`config.mk`:
```
export PLATFORM = sky130hd
export DESIGN_NAME = mem_dump_unit
export DESIGN_NICKNAME = d
export VERILOG_FILES = /design/src/rtl/mem_dump_unit.sv
export SDC_FILE = /design/constraint.sdc
export NUM_CORES = 1
export LEC_CHECK = 0
export CAP_MARGIN = 20
export CORE_MARGIN = 8
export CORE_UTILIZATION = 30
export DETAILED_ROUTE_END_ITERATION = 10
export HOLD_SLACK_MARGIN = 0.1
export PLACE_DENSITY = 0.65
export SLEW_MARGIN = 10
export SYNTH_ARGS = -nofsm -noshare
export SYNTH_HDL_FRONTEND = slang
export SYNTH_SLANG_ARGS = --single-unit
```
`constraint.sdc`:
```
create_clock -name clk -period 2.1 [get_ports clk]
set_clock_uncertainty 0.1 [all_clocks]
set_input_delay 0.315 -clock clk [delete_from_list [all_inputs] [get_ports clk]]
set_output_delay 0.315 -clock clk [all_outputs]
set_load 0.005 [all_outputs]
```
`src/rtl/mem_dump_unit.sv`:
```
// Memory dump engine: streams an inclusive SRAM address range out over a
// valid/ready port while holding the CPU, and accumulates a running checksum.
module mem_dump_unit #(
    parameter int word_size = 8,
    parameter int addr_size = 8
) (
    input  logic                 clk,
    input  logic                 rst,
    input  logic                 start,
    input  logic [addr_size-1:0] first_addr,
    input  logic [addr_size-1:0] last_addr,
    output logic [addr_size-1:0] mem_addr,
    output logic                 mem_rd,
    input  logic [word_size-1:0] mem_data,
    output logic                 cpu_hold,
    output logic [word_size-1:0] dout,
    output logic                 dout_valid,
    input  logic                 dout_ready,
    output logic                 busy,
    output logic                 done,
    output logic [word_size-1:0] checksum
);

    typedef enum logic [2:0] {
        IDLE,
        READ,
        WAIT,
        SEND,
        DONE
    } state_t;

    state_t               state;
    state_t               state_nxt;
    logic [addr_size-1:0] cur;
    logic [addr_size-1:0] last;
    logic [word_size-1:0] dout_q;
    logic [word_size-1:0] sum;
    logic                 hs;

    assign hs = (state == SEND) && dout_ready;

    always_ff @(posedge clk or negedge rst) begin
        if (!rst) state <= IDLE;
        else      state <= state_nxt;
    end

    always_comb begin
        state_nxt = state;
        unique case (state)
            IDLE: if (start) state_nxt = READ;
            READ: state_nxt = WAIT;
            WAIT: state_nxt = SEND;
            SEND: if (dout_ready) state_nxt = (cur == last) ? DONE : READ;
            DONE: state_nxt = IDLE;
            default: state_nxt = IDLE;
        endcase
    end

    // cur stays on the last address after the final word so mem_addr is stable
    always_ff @(posedge clk or negedge rst) begin
        if (!rst) begin
            cur    <= '0;
            last   <= '0;
            dout_q <= '0;
            sum    <= '0;
        end else begin
            if (state == IDLE && start) begin
                cur  <= first_addr;
                last <= last_addr;
                sum  <= '0;
            end
            if (state == WAIT) dout_q <= mem_data;
            if (hs) begin
                sum <= sum + dout_q;
                if (cur != last) cur <= cur + addr_size'(1);
            end
        end
    end

    assign mem_addr   = cur;
    assign mem_rd     = (state == READ);
    assign busy       = (state != IDLE);
    assign cpu_hold   = (state != IDLE);
    assign done       = (state == DONE);
    assign dout_valid = (state == SEND);
    assign dout       = dout_q;
    assign checksum   = sum;

endmodule

```
# Yosys cells after proc, flatten, opt, wreduce, memory -nomap -nowiden
# Index checks and enable logic that the tools add are counted.
# classes
eq_ne,8
n_reduce_logical,6
addsub,2
muxes,9
# ops
cell,count
$mux W8,5
$pmux W3 S4,1
$mux W3,3
$add A8 B1 Y8 const B,1
$add A8 B8 Y8,1
$eq A8 B8 Y1,1
$ne A8 B8 Y1,1
$eq A3 B2 Y1 const B,2
$eq A3 B1 Y1 const B,1
$eq A3 B3 Y1 const B,1
$logic_not A3 Y1,1
$reduce_bool A3 Y1,1
$logic_and A1 B1 Y1,2
$ne A2 B1 Y1 const B,1
$ne A2 B2 Y1 const B,1
$reduce_and A2 Y1,1
$reduce_bool A2 Y1,1
# totals
inputBits,28
out_inout_bits,29
regBits,35

# Depth between registers and ports, before layout
# depth
word_depth,5
ltp_mapped,7
ltp_nobuf,7

# Worst setup path after synthesis
# OpenSTA, ideal clock, no wires.
# synth_path
kind,reg2reg
from,register dout_q[0] (netlist: dout[0])
to,register sum[6] (netlist: checksum[6])
synth_period_minus_slack_ps,1936
arrival_ps,1710
stages_incl_launch_ff,8
slack_ps,164
n_path_buf,0
path_cell_list,dfrtp_1 > ha_1 > fa_1 > a21o_1 > a21o_1 > a21oi_1 > or4b_2 > nand3_1
# synth_via
elab_chain_cells,2
# synth_rtl
element,line,source
start: declaration,36,logic [word_size-1:0] dout_q;
start signal: assignment,72,if (state == WAIT) dout_q <= mem_data;
$add A8 B8 Y8,74,sum <= sum + dout_q;
$mux W8,73,if (hs) begin
end signal: assignment,74,
end: declaration,37,logic [word_size-1:0] sum;
# Every way passes these cells.
# A chain may end at the register's enable or synchronous reset.

# Worst setup path in the final report
# layout_path
from,register sum[0] (netlist: checksum[0])
to,register sum[6] (netlist: checksum[6])
# layout_via
elab_chain_cells,2
# layout_rtl
element,line
$add A8 B8 Y8,74
$mux W8,73
# Every way passes these cells.

==> metrics.cfg <==
[sta]
achievable-frequency_ghz = 0.4962
period_needed_ps = 2015
hold_viol_final = 0
finalWorstSetupSlack_ps = 84.73
max_slew_margin = 0.4788
worst-slew-pin-transition_ps = 781.8
final-setup-viol-count = 0
fin_worst_hold_slack_ps = 392.6
min_period_over_period = 0.9597
maxSlewViolCount = 0

[power]
cellLeakagePower_uw = 0.001237
vdd_drop_max_uv = 499.5
power_per_cell_area_nw_per_um2 = 1520
share_clk_of_total_power = 0.108
design_internal_power_uw = 2690
p_sw_uw = 1662
combPwrFrac = 0.585
switching_share = 0.3819
seqPwrFrac = 0.307
report.power.total_uw = 4351

[cts]
cts_buffer_depth = 2
worstSkewPairLatency_ps = 290
tritoncts_num_sinks = 35
clk_root_buffer_cell = clkbuf_8
clkTransAtPathRegs_ps = 70
cts-buffers-inserted = 5
ctsHtreeMaxLevel = 2
tritoncts = done

[global_routing]
antenna_found_initial = 0
grt.total_usage = 0.1096
overflow = 0
global_route_wire_length_before_repair_um = 8659
grt_max_degree = 36
grt_pass1_vias = 1735

[drt]
detail_route.wirelength.met1_um = 2465
drt_iter0_drc = 106
postRouteWirelength_um = 5144
detailedRoute.firstPassIterationCount = 4
detail_route.vias_per_cell = 4.864
routed-wl-met3_um = 287
route.met2.wl_um = 2317
route.antenna.remaining_nets = 0
highest_layer = met4
detail_route.drc_violations = 0
detail_route.wl_per_cell_um = 14.91
vias = 1678

[critical_path]
crit_start = checksum[0]$_DFFE_PN0P_
cpMaxStageDelayCell = or4b_2
worst-r2r-cell-count = 7
setup.worst_path.class = reg2reg
critical_path.max_stage_delay_ps = 600
worst_r2r_startpoint = checksum[0]$_DFFE_PN0P_
r2r-end = checksum[6]$_DFFE_PN0P_
rrSetupSlack_ps = 80
worstSetupEndpointType = flip-flop
worst-endpoint-required_ps = 2220
path_cells = ha_4, fa_2, a21o_1, a21o_1, a21oi_2, or4b_2, nand3_1
category_of_the_worst_setup_path_launch_point = flip-flop
crit_path_frequent_cell = a21o_1
critPathMaxFanout = 3
end_of_the_critical_path = checksum[6]$_DFFE_PN0P_
critPathArrivalTime_ps = 2130

[floorplanning]
height_of_the_die_um = 96.95
floorplan.io_pins = 57
die_w_um = 96.95
fp.dieArea_sq_um = 9398
core.rowCount = 29
core_region_area_sq_um = 6350
initial_core_util = 0.3096

[placed_design]
post_dp_cell_area_sq_um = 2710
finalWeightedCongestion = 0.8405
placement.io_buffers = 56
detailedPlace.worstSlack_ps = -29.24
place_hpwl_um = 3914

[run]
cap_violations = 0

[synth]
ys_warn_count = 0
ys_types = 44
yosysTopAreaCellShare = 0.4456
synthArstFlopShare = 1.000
yosys_most_used_dff = dfrtp_1
mappedNetlistArea_sq_um = 1966
synth_nets = 230
synth_sequential_area_ratio = 0.4456
netlist_top_cells_area = dfrtp_1, nand2_1, mux2_2
synthDominantAreaCellType = dfrtp_1
post_synth_most_frequent_cells = dfrtp_1, nand2_1, mux2_2
synth_cells = 193
avgSynthCellArea_sq_um = 10.18
flop_and_latch_count_out_of_synthesis = 35
post_synth_edffs = 0

[run_status]
run_status = completed

[final_layout]
n_antenna_cell = 0
fillerInstances = 605
layout.core_utilization = 0.4508
layout-area-overhead-vs-synth_pct = 45.64
final_layout_size_suffix_gt1_frac = 0.2015
multi_input_comb_area_sq_um = 1089
area.sequential_sq_um = 875.8
stdcell_area_sq_um = 2863
finalNetCount = 304

[min_path]
timing.hold.worst_path_depth = 1
holdCritPathClass = reg2reg

[power by group through the flow]
stage,clock (uW),combinational [uW],sequential [uW]
after global placement,0,2410,1310
after CTS,487,2460,1310
final,470,2550,1340
after detailed placement,0,2440,1310
after floorplan,0,1370,1290
after global routing,518,2820,1390
[metal layers]
metal	GRT usage	vias to the layer above
li1	-	846
met4	0.04260	0
met2	0.1672	30
met5	0	-
met3	0.03414	5
met1	0.1401	797
[final cells by class]
type	instances	area share
clock buffer	7	0.02666
clock inverter	1	0.001748
inverter	2	0.002622
multi-input combinational	147	0.3802
sequential	35	0.3059
tap	77	0.03365
timing repair buffer	76	0.2491
[critical path: cells and delay by family (launching register included)]
| family | cells | cell delay (ps) |
|---|---|---|
| AND/OR/NAND/NOR | 2 | 690 |
| AO/OA/AOI/OAI | 3 | 340 |
| flip-flops | 1 | 420 |
| adder cells (fa/ha/maj) | 2 | 390 |
[cells in the final DEF (no fill, tap or decap), drive strengths merged, types with 3 or more instances in the layout]
| master | instances |
|---|---|
| clkdlybuf4s50 | 53 |
| nand2 | 35 |
| dfrtp | 35 |
| buf | 20 |
| mux2 | 11 |
| xor2 | 9 |
| nor2 | 8 |
| o21ai | 8 |
| ha | 8 |
| nand3 | 7 |
| clkbuf | 7 |
| a21oi | 6 |
| o221a | 4 |
| a211oi | 4 |
| or3 | 3 |
| and3 | 3 |
| a31oi | 3 |
| mux2i | 3 |
| a21o | 3 |
| nor3 | 3 |
| nor3b | 3 |
[flip-flops by register name, summed over array words and instances, names as in the netlist]
| register | count |
|---|---|
| checksum | 8 |
| dout | 8 |
| last | 8 |
| mem_addr | 8 |
| state | 3 |
[cell families after synthesis]
kind of cell	after synthesis	share of synthesized area
AO/OA/AOI/OAI	39	0.1439
AND/OR/NAND/NOR	74	0.1967
flip-flops	35	0.4456
buffers and inverters	11	0.02546
XOR/XNOR	11	0.04902
adder cells (fa/ha/maj)	9	0.06111
multiplexers	14	0.07830
[worst min path at each step]
stage               slack [ps]                      end                     from
floorplan                  -80  checksum[0]$_DFFE_PN0P_                      rst
global route               420  checksum[7]$_DFFE_PN0P_  checksum[7]$_DFFE_PN0P_
CTS                        390  checksum[7]$_DFFE_PN0P_  checksum[7]$_DFFE_PN0P_
detailed placement         360      last[3]$_DFFE_PN0P_                      rst
global placement           360      last[3]$_DFFE_PN0P_                      rst
finish                     390  checksum[7]$_DFFE_PN0P_  checksum[7]$_DFFE_PN0P_
[per-stage QoR]
step           TNS, ps  instances
2_1_floorplan        0        193
3_3_place_gp    -24.60        335
3_5_place_dp    -101.3        335
4_1_cts              0        344
5_1_grt         -12.92        345
6_report             0        345
[repair_timing]
| action | CTS | global route |
|---|---|---|
| hold buffers | 1 | 0 |
| endpoints found under the hold margin | 35 | 0 |
| gates resized for setup | 0 | 9 |
| setup buffers | 0 | 1 |
| endpoints found under the setup margin | 0 | 4 |
No activity file was read; power rests on OpenSTA's default activity.
